[src/rtl/fir_mac_sequencer.sv]
// fir_mac_sequencer: runs one FIR output per accepted sample through a shared 16x16 MAC.
// Define FIR_SAT_EN to clamp the scaled accumulator to the signed 16-bit range.
module fir_mac_sequencer #(
    parameter int NTAPS   = 4,
    parameter int MAC_LAT = 2,
    parameter int SHIFT   = 8
) (
    input  logic        clk,
    input  logic        reset,
    input  logic        sample_valid,
    input  logic [24:0] sample_in,
    output logic        ready,
    output logic [7:0]  coef_addr,
    input  logic [15:0] coef_data,
    output logic [15:0] mac_a,
    output logic [15:0] mac_b,
    output logic        mac_ce,
    output logic        mac_load,
    input  logic [31:0] mac_o,
    output logic [15:0] result,
    output logic        result_valid,
    output logic        overrun
);
    localparam int TW = $clog2(NTAPS);
    localparam int DW = $clog2(MAC_LAT + 1);

    typedef enum logic [1:0] {IDLE, RUN, DRAIN, CAPTURE} state_t;

    state_t                  state;
    logic [NTAPS-1:0][15:0]  win;
    logic [TW-1:0]           tap;
    logic [DW-1:0]           cnt;
    logic [15:0]             scaled;
    logic                    unused_bits;

    assign ready       = state == IDLE;
    // coefficient store reads combinationally, so the coefficient operand follows it in the same cycle
    assign mac_a       = mac_ce ? coef_data : '0;
    assign unused_bits = ^{sample_in[24], sample_in[7:0], mac_o};

`ifdef FIR_SAT_EN
    logic signed [31:0] shr;
    assign shr    = $signed(mac_o) >>> SHIFT;
    assign scaled = shr > 32'sd32767 ? 16'h7fff : shr < -32'sd32768 ? 16'h8000 : shr[15:0];
`else
    assign scaled = mac_o[SHIFT+15:SHIFT];
`endif

    always_ff @(posedge clk) begin
        if (!reset) begin
            state        <= IDLE;
            win          <= '0;
            tap          <= '0;
            cnt          <= '0;
            coef_addr    <= '0;
            mac_b        <= '0;
            mac_ce       <= 1'b0;
            mac_load     <= 1'b0;
            result       <= '0;
            result_valid <= 1'b0;
            overrun      <= 1'b0;
        end else begin
            result_valid <= 1'b0;
            if (sample_valid && state != IDLE)
                overrun <= 1'b1;
            case (state)
                IDLE: if (sample_valid) begin
                    // new oldest sample lands in win[0] after the shift, i.e. old win[1]
                    win       <= {sample_in[23:8], win[NTAPS-1:1]};
                    state     <= RUN;
                    tap       <= '0;
                    coef_addr <= '0;
                    mac_b     <= win[1];
                    mac_ce    <= 1'b1;
                    mac_load  <= 1'b1;
                end
                RUN: if (tap == TW'(NTAPS - 1)) begin
                    state     <= DRAIN;
                    tap       <= '0;
                    cnt       <= '0;
                    coef_addr <= '0;
                    mac_b     <= '0;
                    mac_ce    <= 1'b0;
                    mac_load  <= 1'b0;
                end else begin
                    tap       <= tap + TW'(1);
                    coef_addr <= coef_addr + 8'd1;
                    mac_b     <= win[tap + TW'(1)];
                    mac_load  <= 1'b0;
                end
                DRAIN: if (cnt == DW'(MAC_LAT - 1))
                    state <= CAPTURE;
                else
                    cnt <= cnt + DW'(1);
                CAPTURE: begin
                    result       <= scaled;
                    result_valid <= 1'b1;
                    state        <= IDLE;
                end
                default: state <= IDLE;
            endcase
        end
    end
endmodule

[config.mk]
export PLATFORM = sky130hd
export DESIGN_NAME = fir_mac_sequencer
export DESIGN_NICKNAME = d
export VERILOG_FILES = /design/src/rtl/fir_mac_sequencer.sv
export SDC_FILE = /design/constraint.sdc
export NUM_CORES = 1
export LEC_CHECK = 0
export CELL_PAD_IN_SITES_DETAIL_PLACEMENT = 1
export CELL_PAD_IN_SITES_GLOBAL_PLACEMENT = 1
export CORE_MARGIN = 3
export CORE_UTILIZATION = 36
export DETAILED_ROUTE_END_ITERATION = 10
export GPL_TIMING_DRIVEN = 0
export PLACE_DENSITY = 0.85
export SLEW_MARGIN = 5
export SYNTH_ARGS = -nofsm -noshare
export SYNTH_HDL_FRONTEND = slang
export SYNTH_SLANG_ARGS = --single-unit
[constraint.sdc]
create_clock -name clk -period 2.2 [get_ports clk]
set_clock_uncertainty 0.05 [all_clocks]
set_input_delay 0.44 -clock clk [delete_from_list [all_inputs] [get_ports clk]]
set_output_delay 0.44 -clock clk [all_outputs]
set_load 0.02 [all_outputs]
==> flow_results.xml <==
<?xml version="1.0" encoding="UTF-8"?>
<metrics>
  <group name="cts">
    <metric name="clock-root-buffer" unit="">clkbuf_16</metric>
    <metric name="h-tree-depth" unit="">4</metric>
    <metric name="cts_made_buffers" unit="">17</metric>
    <metric name="post_cts.repair.setup_buffers" unit="">0</metric>
    <metric name="cts.hold.buffers_added" unit="">0</metric>
    <metric name="insertion_delay" unit="ps">420</metric>
    <metric name="tritoncts" unit="">done</metric>
    <metric name="ctsLongestPathBuffers" unit="">2</metric>
    <metric name="cts_num_sinks" unit="">114</metric>
    <metric name="clkSlewWorstSetupHoldPaths" unit="ps">50</metric>
    <metric name="post_cts.resized_instances" unit="">12</metric>
  </group>
  <group name="yosys">
    <metric name="synth_flop_cell" unit="">dfxtp_1</metric>
    <metric name="synth-edff-count" unit="">0</metric>
    <metric name="async_reset_ff_share" unit="%">0</metric>
    <metric name="synth.yosys.warnings" unit="">0</metric>
    <metric name="syn_area_per_cell" unit="um2">9.46</metric>
    <metric name="synth_sequential_area_ratio" unit="%">45.5</metric>
    <metric name="cells_after_synth" unit="">530</metric>
    <metric name="mappedNetlistNets" unit="">613</metric>
    <metric name="syn_area" unit="um2">5010</metric>
    <metric name="yosys.cell_types.count" unit="">34</metric>
    <metric name="yosys_register_bits" unit="">114</metric>
  </group>
  <group name="final_layout">
    <metric name="diodes" unit="">0</metric>
    <metric name="finish.instance_area" unit="um2">6910</metric>
    <metric name="layout.cells.most_common" unit="">nand2_1</metric>
    <metric name="layout.cells.non_filler" unit="">847</metric>
    <metric name="layout.cells.most_common_list" unit="">nand2_1, dfxtp_1, clkdlybuf4s50_1, a21boi_0, a22o_1</metric>
    <metric name="fin_nets" unit="">742</metric>
    <metric name="final_layout_size_suffix_gt1_share" unit="%">11.9</metric>
    <metric name="fillerInstances" unit="">1556</metric>
    <metric name="area_growth" unit="%">37.9</metric>
    <metric name="final_util" unit="%">51.4</metric>
  </group>
  <group name="sta">
    <metric name="final_sum_of_negative_setup_slack" unit="ps">0</metric>
    <metric name="setup_viol" unit="">0</metric>
    <metric name="fmax" unit="MHz">471</metric>
    <metric name="finalCriticalPeriod" unit="ps">2120</metric>
    <metric name="worst-slew-pin-transition" unit="ps">496</metric>
    <metric name="timing.final.max_slew_violations" unit="">0</metric>
    <metric name="final_period_utilization" unit="%">96.5</metric>
    <metric name="finalHoldViolCount" unit="">0</metric>
    <metric name="worst_slew_margin_rel" unit="%">66.9</metric>
    <metric name="rsz0062_at_grt" unit="">false</metric>
  </group>
  <group name="global_routing">
    <metric name="largest_net_degree_at_the_start_of_global_routing" unit="">17</metric>
    <metric name="antenna_found_initial" unit="">0</metric>
    <metric name="global_route.overflow_total" unit="">0</metric>
    <metric name="gr-usage-all-layers" unit="%">20.1</metric>
    <metric name="grt_pass1_vias" unit="">4633</metric>
    <metric name="grt_pass1_wl" unit="um">23300</metric>
  </group>
  <group name="pwr">
    <metric name="leakage" unit="nW">2.50</metric>
    <metric name="share_of_power_burned_in_registers" unit="%">32.5</metric>
    <metric name="cellInternalPower" unit="mW">5.03</metric>
    <metric name="power_density" unit="nW/um2">1100</metric>
    <metric name="switching_share" unit="%">33.8</metric>
    <metric name="share_clk_of_total_power" unit="%">35.0</metric>
    <metric name="p_comb_share" unit="%">32.5</metric>
    <metric name="report.power.total" unit="mW">7.60</metric>
    <metric name="ir_worst_vdd" unit="V">0.000700</metric>
    <metric name="p_sw" unit="mW">2.57</metric>
  </group>
  <group name="route">
    <metric name="met1Wirelength" unit="um">5950</metric>
    <metric name="dr_wl_met2" unit="um">7630</metric>
    <metric name="vias_per_cell" unit="">5.15</metric>
    <metric name="route.final.wire_length" unit="um">14800</metric>
    <metric name="antenna_left" unit="">0</metric>
    <metric name="route.detailed.wl_per_inst" unit="um">17.5</metric>
    <metric name="drt_pre_antenna_iters" unit="">4</metric>
    <metric name="post-route-drc-count" unit="">0</metric>
    <metric name="detailroute.wirelength.met3" unit="um">1040</metric>
    <metric name="dr.max_layer_used" unit="">met4</metric>
    <metric name="detailedRoute.firstIterationViolations" unit="">232</metric>
    <metric name="detailroute.via_count" unit="">4359</metric>
  </group>
  <group name="worst_setup_path">
    <metric name="timing_worst_setup_path_type" unit="">primary input to primary output</metric>
    <metric name="critPathCaptureType" unit="">primary output</metric>
    <metric name="crit_path_max_fanout" unit="">1</metric>
    <metric name="worst-r2r-setup-slack" unit="ps">220</metric>
    <metric name="slowest_delay" unit="ps">600</metric>
    <metric name="critical_path_required" unit="ps">1710</metric>
    <metric name="regToRegStartpoint" unit="">state[0]</metric>
    <metric name="cp.arrival" unit="ps">1630</metric>
    <metric name="path_cells" unit="">clkdlybuf4s50_1, and2_1, clkdlybuf4s50_1</metric>
    <metric name="worstSetupStartpointType" unit="">primary input</metric>
    <metric name="crit-reg2reg-capture" unit="">win[9]</metric>
    <metric name="cpMaxStageDelayCell" unit="">clkdlybuf4s50_1</metric>
    <metric name="r2r_cells" unit="">8</metric>
    <metric name="critical_path.most_common_cell" unit="">clkdlybuf4s50_1</metric>
  </group>
  <group name="floorplanning">
    <metric name="rows" unit="">42</metric>
    <metric name="floorplan.die_area" unit="um2">15400</metric>
    <metric name="initial_core_util" unit="%">37.3</metric>
    <metric name="num_io_pins" unit="">137</metric>
    <metric name="core_area" unit="um2">13500</metric>
    <metric name="die_width" unit="um">124</metric>
    <metric name="dieHeight" unit="um">124</metric>
  </group>
  <group name="placement">
    <metric name="placed_cells_incl_taps" unit="">816</metric>
    <metric name="portBuffers" unit="">110</metric>
    <metric name="placed_area" unit="um2">6330</metric>
    <metric name="dp_hpwl" unit="um">11100</metric>
    <metric name="finalWeightedCongestion" unit="">0.802</metric>
  </group>
  <group name="min_path">
    <metric name="min_delay_worst_endpoint" unit="">win[11]</metric>
    <metric name="min-delay-start" unit="">win[11]</metric>
    <metric name="hold_depth" unit="">2</metric>
    <metric name="worst_hold_path_type" unit="">register to register</metric>
  </group>
  <group name="job">
    <metric name="maxCapViolCount" unit="">0</metric>
  </group>
  <group name="status">
    <metric name="outcome" unit="">completed</metric>
  </group>
</metrics>
-- routing by layer --
metal	vias up	GRT usage [%]
li1	2072	-
met1	2123	21.7
met2	144	37.6
met3	20	5.95
met4	0	6.16
met5	-	0
-- power groups by stage --
stage               sequential, mW  combinational (mW)  clock (mW)
finish                        2.47                2.47        2.66
global route                  2.50                2.71        2.81
CTS                           2.47                2.51        2.71
detailed placement            2.51                2.52           0
global placement              2.49                2.42           0
floorplan                     2.53                1.52           0
-- per-stage QoR --
stage,setup WS (ps),hold slack (ps)
2_1_floorplan,390,390
3_3_place_gp,-57.0,397
3_5_place_dp,-81.8,415
4_1_cts,16.3,422
5_1_grt,38.5,442
6_report,76.4,418
-- how the worst max path moves through the flow --
stage | start | cells past startpoint | endpoint | slack, ps
3_5_place_dp | sample_valid | 6 | mac_b[6] | -80
5_1_grt | mac_ce | 3 | mac_a[10] | 40
2_1_floorplan | state[0] | 8 | mac_b[10] | 390
3_3_place_gp | sample_valid | 6 | mac_b[9] | -60
4_1_cts | state[0] | 3 | ready | 20
6_report | coef_data[0] | 3 | mac_a[0] | 80
-- critical path: cells and delay by family --
| family | cells | cell delay (ps) |
|---|---|---|
| simple gates | 1 | 140 |
| buf+inv | 2 | 1060 |
-- area by class of cell --
cell class / instances / area (um2) / share of cell area (%)
multi-input combinational: 372 / 2510 / 36.3
sequential: 114 / 2280 / 33.0
timing repair buffer: 110 / 1090 / 15.8
clock buffer: 27 / 533 / 7.71
tap: 176 / 220 / 3.19
buffer: 40 / 218 / 3.15
clock inverter: 4 / 45.0 / 0.652
inverter: 4 / 15.0 / 0.217
-- cells in the mapped netlist (2+ instances only) --
cell | n | share of area, %
a21oi_1 | 3 | 0.30
o221ai_1 | 2 | 0.35
and3_1 | 2 | 0.25
a22o_1 | 28 | 4.9
mux2i_1 | 23 | 4.6
o21ai_0 | 3 | 0.30
buf_6 | 2 | 0.45
nand2_1 | 139 | 10
nand3_1 | 2 | 0.20
o21a_1 | 2 | 0.30
dfxtp_1 | 114 | 46
nor2_1 | 15 | 1.1
clkbuf_1 | 13 | 0.97
mux4_2 | 14 | 6.3
buf_4 | 3 | 0.45
nand2b_1 | 3 | 0.37
o221a_2 | 2 | 0.45
nor2b_1 | 23 | 2.9
buf_2 | 21 | 2.1
and2_1 | 19 | 2.4
ha_1 | 7 | 1.7
xor2_1 | 2 | 0.35
xnor2_1 | 6 | 1.0
inv_1 | 4 | 0.30
nor3_1 | 5 | 0.50
a21boi_0 | 65 | 9.7
-- cells by family after synthesis --
group,Yosys count,share of synthesized area (%)
and+or+nand+nor,210,18.7
DFF,114,45.5
AOI/OAI and AO/OA,109,17.0
buffers and inverters,44,4.57
muxes,38,11.1
xor gates and xnor gates,8,1.40
adders and majority gates,7,1.75
-- flip-flops by register name, indices dropped and copies added, names as in the netlist --
| name | flops |
|---|---|
| result | 16 |
| result_valid | 1 |
| cnt | 2 |
| mac_ce | 1 |
| win | 64 |
| state | 2 |
| coef_addr | 8 |
| tap | 2 |
| mac_load | 1 |
| overrun | 1 |
| mac_b | 16 |
Power figures use the tool's default switching activity.
